[src/rtl/line_code_pkg.sv]
// Shared line-code definitions for the bipolar encoder/decoder pair and their benches.
package line_code_pkg;

   localparam logic POL_POS = 1'b1;
   localparam logic POL_NEG = 1'b0;
   localparam int   HDB3_RUN = 4;

   typedef enum logic [1:0] {
      EMPTY   = 2'd0,
      MARK    = 2'd1,
      VIOL    = 2'd2,
      CODEERR = 2'd3
   } slot_t;

   function automatic logic is_pulse(input slot_t s);
      return (s == MARK) || (s == VIOL);
   endfunction

endpackage

[src/rtl/hdb3_slot_classify.sv]
// Combinational classification of one P/N line slot against the last pulse polarity.
module hdb3_slot_classify
   import line_code_pkg::*;
(
   input  logic  i_p,
   input  logic  i_n,
   input  logic  i_last_pol,
   output slot_t o_slot
);

   always_comb begin
      o_slot = EMPTY;
      if (i_p & i_n)
         o_slot = CODEERR;
      else if (i_p ^ i_n)
         o_slot = (i_p != i_last_pol) ? MARK : VIOL;
   end

endmodule

[src/rtl/hdb3_decoder.sv]
// HDB3 line decoder: P/N rails to NRZ data, 4-slot latency, one slot per clock with no backpressure.
// Substitutions are erased in the shift window; code, violation and zero-run errors feed a saturating counter.
module hdb3_decoder
   import line_code_pkg::*;
#(
   parameter int ERR_W = 8
) (
   input  logic             clk,
   input  logic             reset,
   input  logic             P,
   input  logic             N,
   output logic             data,
   output logic             valid,
   output logic             code_err,
   output logic             viol_err,
   output logic             zrun_err,
   output logic [ERR_W-1:0] err_cnt
);

   localparam logic [2:0] ZRUN_MAX = 3'(HDB3_RUN);

   slot_t            w_slot;
   logic             w_pulse;
   logic             w_is_v;
   logic             w_any_err;

   logic             r_last_pol;
   logic             r_last_v_pol;
   logic             r_v_seen;
   logic [3:0]       r_s;
   logic [2:0]       r_zrun;
   logic [2:0]       r_fill;
   logic             r_data;
   logic             r_valid;
   logic             r_code_err;
   logic             r_viol_err;
   logic             r_zrun_err;
   logic [ERR_W-1:0] r_err_cnt;

   hdb3_slot_classify u_classify (
      .i_p        (P),
      .i_n        (N),
      .i_last_pol (r_last_pol),
      .o_slot     (w_slot)
   );

   assign w_pulse   = is_pulse(w_slot);
   assign w_is_v    = (w_slot == VIOL);
   assign w_any_err = r_code_err | r_viol_err | r_zrun_err;

   always_ff @(posedge clk or posedge reset) begin
      if (reset) begin
         r_last_pol   <= POL_NEG;
         r_last_v_pol <= POL_NEG;
         r_v_seen     <= 1'b0;
         r_s          <= 4'b0000;
         r_zrun       <= 3'd0;
         r_fill       <= 3'd0;
         r_data       <= 1'b0;
         r_valid      <= 1'b0;
         r_code_err   <= 1'b0;
         r_viol_err   <= 1'b0;
         r_zrun_err   <= 1'b0;
         r_err_cnt    <= '0;
      end else begin
         // A V wipes the whole window: it and the three slots before it were the substitution.
         if (w_is_v)
            r_s <= 4'b0000;
         else
            r_s <= {r_s[2:0], (w_slot == MARK)};
         r_data <= r_s[3];

         if (w_pulse)
            r_last_pol <= P;

         r_viol_err <= w_is_v && r_v_seen && (P == r_last_v_pol);
         if (w_is_v) begin
            r_v_seen     <= 1'b1;
            r_last_v_pol <= P;
         end

         r_code_err <= (w_slot == CODEERR);

         r_zrun_err <= !w_pulse && (r_zrun == ZRUN_MAX - 3'd1);
         if (w_pulse)
            r_zrun <= 3'd0;
         else if (r_zrun != ZRUN_MAX)
            r_zrun <= r_zrun + 3'd1;

         if (w_any_err && (r_err_cnt != {ERR_W{1'b1}}))
            r_err_cnt <= r_err_cnt + ERR_W'(1);

         if (r_fill != 3'd4)
            r_fill <= r_fill + 3'd1;
         r_valid <= r_valid | (r_fill == 3'd3);
      end
   end

   assign data     = r_data;
   assign valid    = r_valid;
   assign code_err = r_code_err;
   assign viol_err = r_viol_err;
   assign zrun_err = r_zrun_err;
   assign err_cnt  = r_err_cnt;

endmodule

[config.mk]
export PLATFORM = sky130hd
export DESIGN_NAME = hdb3_decoder
export DESIGN_NICKNAME = d
export VERILOG_FILES = /design/src/rtl/line_code_pkg.sv /design/src/rtl/hdb3_slot_classify.sv /design/src/rtl/hdb3_decoder.sv
export SDC_FILE = /design/constraint.sdc
export NUM_CORES = 1
export LEC_CHECK = 0
export CORE_MARGIN = 4
export CORE_UTILIZATION = 35
export CTS_CLUSTER_DIAMETER = 80
export DETAILED_ROUTE_END_ITERATION = 8
export GPL_TIMING_DRIVEN = 0
export PLACE_DENSITY = 0.66
export SLEW_MARGIN = 10
export SYNTH_ARGS = -nofsm -noshare
export SYNTH_HDL_FRONTEND = slang
export SYNTH_SLANG_ARGS = --single-unit
[constraint.sdc]
create_clock -name clk -period 1.3 [get_ports clk]
set_input_delay 0.26 -clock clk [delete_from_list [all_inputs] [get_ports clk]]
set_output_delay 0.26 -clock clk [all_outputs]
set_load 0.01 [all_outputs]
# Yosys cells after proc, flatten, opt, wreduce, memory -nomap -nowiden
# Cells that the tools add are included.
dict set report classes {
  eq_ne 10
  n_addsub 3
  n_bitwise 5
  reduce_logical 7
  mux 6
}
# operator n
set op_table {}
lappend op_table {{$add 8x1->8 const B} 1}
lappend op_table {{$ne 8x8->1 const B} 1}
lappend op_table {{$add 3x1->3 const B} 2}
lappend op_table {{$eq 3x2->1 const B} 2}
lappend op_table {{$mux 2} 3}
lappend op_table {{$mux 3} 2}
lappend op_table {{$ne 3x3->1 const B} 2}
lappend op_table {{$eq 2x2->1 const B} 2}
lappend op_table {{$logic_and 1x1->1} 4}
lappend op_table {{$mux 4} 1}
lappend op_table {{$or 1x1->1} 3}
lappend op_table {{$eq 2x1->1 const B} 1}
lappend op_table {{$reduce_bool 2->1} 1}
lappend op_table {{$and 1x1->1} 1}
lappend op_table {{$eq 1x1->1} 1}
lappend op_table {{$logic_not 1->1} 1}
lappend op_table {{$logic_or 1x1->1} 1}
lappend op_table {{$ne 1x1->1} 1}
lappend op_table {{$xor 1x1->1} 1}
dict set report word_totals {
  regBits 26
  elab_cells 43
}

# Longest topological paths before layout
dict set report logic_depth {
  ltp_word 8
  mapped_depth 5
}

# Modules after synthesis
# A second synthesis with hierarchy kept.
dict set report hier_totals {
  hier_cells 100
  hier_area_um2 1196.1
}
# module instances cells_per_inst seq_area_each_um2 area_per_inst_um2
set by_module_without_submodules {}
lappend by_module_without_submodules {hdb3_decoder 1 98 650.6 1173.6}
lappend by_module_without_submodules {hdb3_slot_classify 1 2 0.0 22.5}

# Worst setup path after synthesis
# OpenSTA, ideal clock, no wires.
dict set report synth_timing {
  path_kind {register to register}
  start {register r_err_cnt[0] (netlist: err_cnt[0])}
  end {register r_err_cnt[6] (netlist: err_cnt[6])}
  setup_ns 0.128
  path_stages_with_launch 5
  slack_ns -0.130
  n_path_buf 0
  arrival_ns 1.303
  synth_period_minus_slack_ns 1.430
  t_required_ns 1.172
  path_cell_list {dfrtp_1 > ha_1 > nand3_2 > nor3_1 > mux2_1}
}
dict set report synth_via {
  elab_chain_cells 2
  elab_cells_between_ends 3
  cone_classes {add/sub (1); eq/ne (1); reduce/logical (1)}
}
# element line
set synth_rtl {}
lappend synth_rtl {{start: declaration} hdb3_decoder.sv:38} ;# logic [ERR_W-1:0] r_err_cnt;
lappend synth_rtl {{start signal: assignment} hdb3_decoder.sv:91} ;# r_err_cnt <= r_err_cnt + ERR_W'(1);
lappend synth_rtl {{parallel branches: the longest is 2 deep, another holds $add 8x1->8} --}
# Several ways; the timed one is not identified.
# A chain may end at the register's enable or synchronous reset.

# Final worst setup path
dict set report layout_timing {
  start {register r_code_err (netlist: code_err)}
  end {register r_err_cnt[1] (netlist: err_cnt[1])}
}
dict set report layout_via {
  elab_chain_cells 3
}
# element line
set layout_rtl {}
lappend layout_rtl {{start: declaration} hdb3_decoder.sv:35} ;# logic r_code_err;
lappend layout_rtl {{start signal: assignment} hdb3_decoder.sv:82} ;# r_code_err <= (w_slot == CODEERR);
lappend layout_rtl {{$or 1x1->1 (2 in series)} hdb3_decoder.sv:49} ;# assign w_any_err = r_code_err | r_viol_err | r_zrun_err;
lappend layout_rtl {{$logic_and 1x1->1} hdb3_decoder.sv:90} ;# if (w_any_err && (r_err_cnt != {ERR_W{1'b1}}))
# No other way between the ends.

==> summary.md <==
| Metric | Value |
|---|---|
| Reg2reg end | `err_cnt[1]` |
| Die area | `0.004299 mm²` |
| Final worst slack | `-0.1001 ns` |
| Detailed placement HPWL | `1.363 mm` |
| Syn nets | `113` |
| Leakage | `0.7509 nW` |
| Most common cell in the synthesized netlist | `dfrtp_1` |
| TritonCTS buffer count | `3` |
| Routed vias | `850` |
| Vias in the first global route | `813` |
| Clock Sinks | `26` |
| Core area | `0.003103 mm²` |
| Top_reg_cell synth | `dfrtp_1` |
| Largest net degree at the start of global routing | `27` |
| Cell variety after synth | `29` |
| Top Ports | `17` |
| Slew of the pin with the lowest slew margin | `0.5428 ns` |
| Async S/R FF share, synth | `100.0%` |
| Worst-case reg-to-reg path depth | `4` |
| Share of cells above drive strength 1 | `35.51%` |
| Syn Area/Cell | `11.48 µm²` |
| Critical path peak fanout | `4` |
| First-pass iteration count of the detailed router | `3` |
| Final core utilization | `52.58%` |
| Total wire length | `2.162 mm` |
| Clk_lat worst skew | `0.32 ns` |
| Die height | `65.57 µm` |
| Critical path required time | `1.53 ns` |
| Final setup TNS | `-0.4984 ns` |
| R2r setup slk | `-0.10 ns` |
| Max VDD drop | `0.0007915 V` |
| Max Fclk | `714.2 MHz` |
| Drt wl/cell | `11.88 µm` |
| Max-cap check violation count | `0` |
| Status | `finished with violations` |
| Yosys top cell area share | `56.09%` |
| Hold Path Class | `in2async` |
| Post-synth top area cell | `dfrtp_1` |
| Worst Setup Start Kind | `flop` |
| Cell area after synthesis | `0.001160 mm²` |
| # DRC | `0` |
| Number of enable flip-flop cells after synthesis | `0` |
| First-pass GRT wire length | `3.539 mm` |
| Initial Util | `37.38%` |
| Setup violators final | `8` |
| Slew Limit Headroom | `63.74%` |
| # fillers | `297` |
| Clk_skew | `0.003666 ns` |
| Crit end category | `flop` |
| Post-layout min period | `1.400 ns` |
| Clk buf depth | `2` |
| CTS tree | `done` |
| CTS clk-pin slew, worst paths | `0.14 ns` |
| Unrepaired setup endpoints after global routing | `yes` |
| Die W | `65.57 µm` |
| Cell count after synthesis | `101` |
| Ant. Diodes | `0` |
| Ys Warns | `0` |
| Hold-fix buffers, CTS | `0` |
| RePlAce Congestion | `0.8230` |
| Crit Path Class | `reg2reg` |
| Vias/cell | `4.670` |
| DRT iter0 DRCs | `28` |
| Port Buffers | `16` |
| Synth cell count leaders | `26 x dfrtp_1, 10 x nand2_1, 8 x ha_1` |
| Nets | `151` |
| Hold Fails Final Rpt | `0` |
| Initial antenna violation count | `0` |
| GRT Total Usage | `10.58%` |
| Global route overflow | `0` |
| Site row count | `20` |
| R2r startpoint | `code_err` |
| Arr. time, crit path | `1.63 ns` |
| Antenna violation net count after detailed routing | `0` |
| Number of synthesized register bits | `26` |
| Htree depth | `1` |
| Clock Tree Root | `clkbuf_4` |
| Fin. max-slew vios | `0` |
| Tcrit/Tclk final | `107.7%` |
| Failing checks | `negative setup slack` |
| Seq/Total Area, Yosys | `56.09%` |
| Power Density | `1631 mW/mm²` |
| Top cells by area, synth | `dfrtp_1 56%, ha_1 8.6%, xnor2_1 3.8%, nand2_1 3.2%, mux2_1 2.9%` |
| Area growth, synth to finish | `40.67%` |
-- registers in the layout, summed over array words and instances (netlist names) --
register,cells
r_last_pol,1
valid,1
code_err,1
r_zrun,3
r_v_seen,1
r_last_v_pol,1
r_s,4
err_cnt,8
data,1
viol_err,1
r_fill,3
zrun_err,1
-- cell type report --
| cell class | instances | area [µm²] | area share [%] |
|---|---|---|---|
| well taps | 44 | 55.05 | 3.374 |
| flip-flops and latches | 26 | 655.6 | 40.18 |
| clock buffers | 4 | 36.28 | 2.224 |
| multi-input cells | 68 | 579.3 | 35.51 |
| inverters | 7 | 30.03 | 1.840 |
| repair buffers | 33 | 275.3 | 16.87 |
-- report_power, final --
group / internal (mW) / switching (mW)
Combinational: 0.604 / 0.534
Clock: 0.171 / 0.241
Sequential: 0.989 / 0.122
-- metal layers --
| metal | wire length [µm] | track usage, % |
|---|---|---|
| met1 | 978 | 13.32 |
| met3 | 113 | 3.761 |
| met4 | 44 | 3.886 |
| met5 | 0 | 0 |
| met2 | 1026 | 16.69 |
-- per-stage QoR --
stage / worst slack, ns / std cells / instance area (µm²) / hold WS, ns / power [mW]
CTS: -0.09140 / 177 / 1567 / 0.3679 / 2.567
global route: -0.1340 / 182 / 1632 / 0.3435 / 2.840
finish: -0.1001 / 182 / 1632 / 0.3088 / 2.661
floorplan: -0.05379 / 101 / 1185 / 0.3000 / 1.638
detailed placement: -0.4248 / 161 / 1400 / 0.3356 / 1.980
global placement: -0.3870 / 161 / 1400 / 0.3327 / 1.930
-- cell usage in the layout, fill, tap and decap left out, drive strengths merged, types with 3 or more instances in the layout --
cell type,n
nand2b,4
inv,6
ha,8
xnor2,5
nand3,4
mux2,5
clkdlybuf4s15,5
buf,18
and2,3
a21oi,4
dfrtp,26
clkbuf,10
nand2,10
nor2,6
-- worst max-delay path, cell delays in order, from the launching register on --
cell and delay (ns):
dfrtp_1 0.41, buf_6 0.13, or3_4 0.37, o21ai_4 0.09, mux2_4 0.31
-- timing repair --
action / in CTS / in global routing
pin swaps: 5 / 3
resized for setup: 32 / 24
setup buffers: 12 / 5
setup endpoints to repair: 18 / 23
-- how the worst max path moves through the flow --
stage | start | endpoint | cells after the start
after CTS | code_err | err_cnt[1] | 4
after global placement | P | r_last_pol | 3
after global routing | code_err | err_cnt[1] | 4
final | code_err | err_cnt[1] | 4
after floorplan | zrun_err | err_cnt[1] | 3
after detailed placement | P | r_last_pol | 3
-- logic make-up (layout without fill, tap and decap cells) --
family	count (synthesis)	in the layout	synth area share, %
buffers and inverters	7	44	2.266
DFF	26	26	56.09
adders and majority gates	8	8	8.630
xor gates and xnor gates	5	5	3.775
and+or+nand+nor	38	38	17.48
AOI/OAI and AO/OA	12	12	6.905
muxes	5	5	4.854
Power figures use the tool's default switching activity.
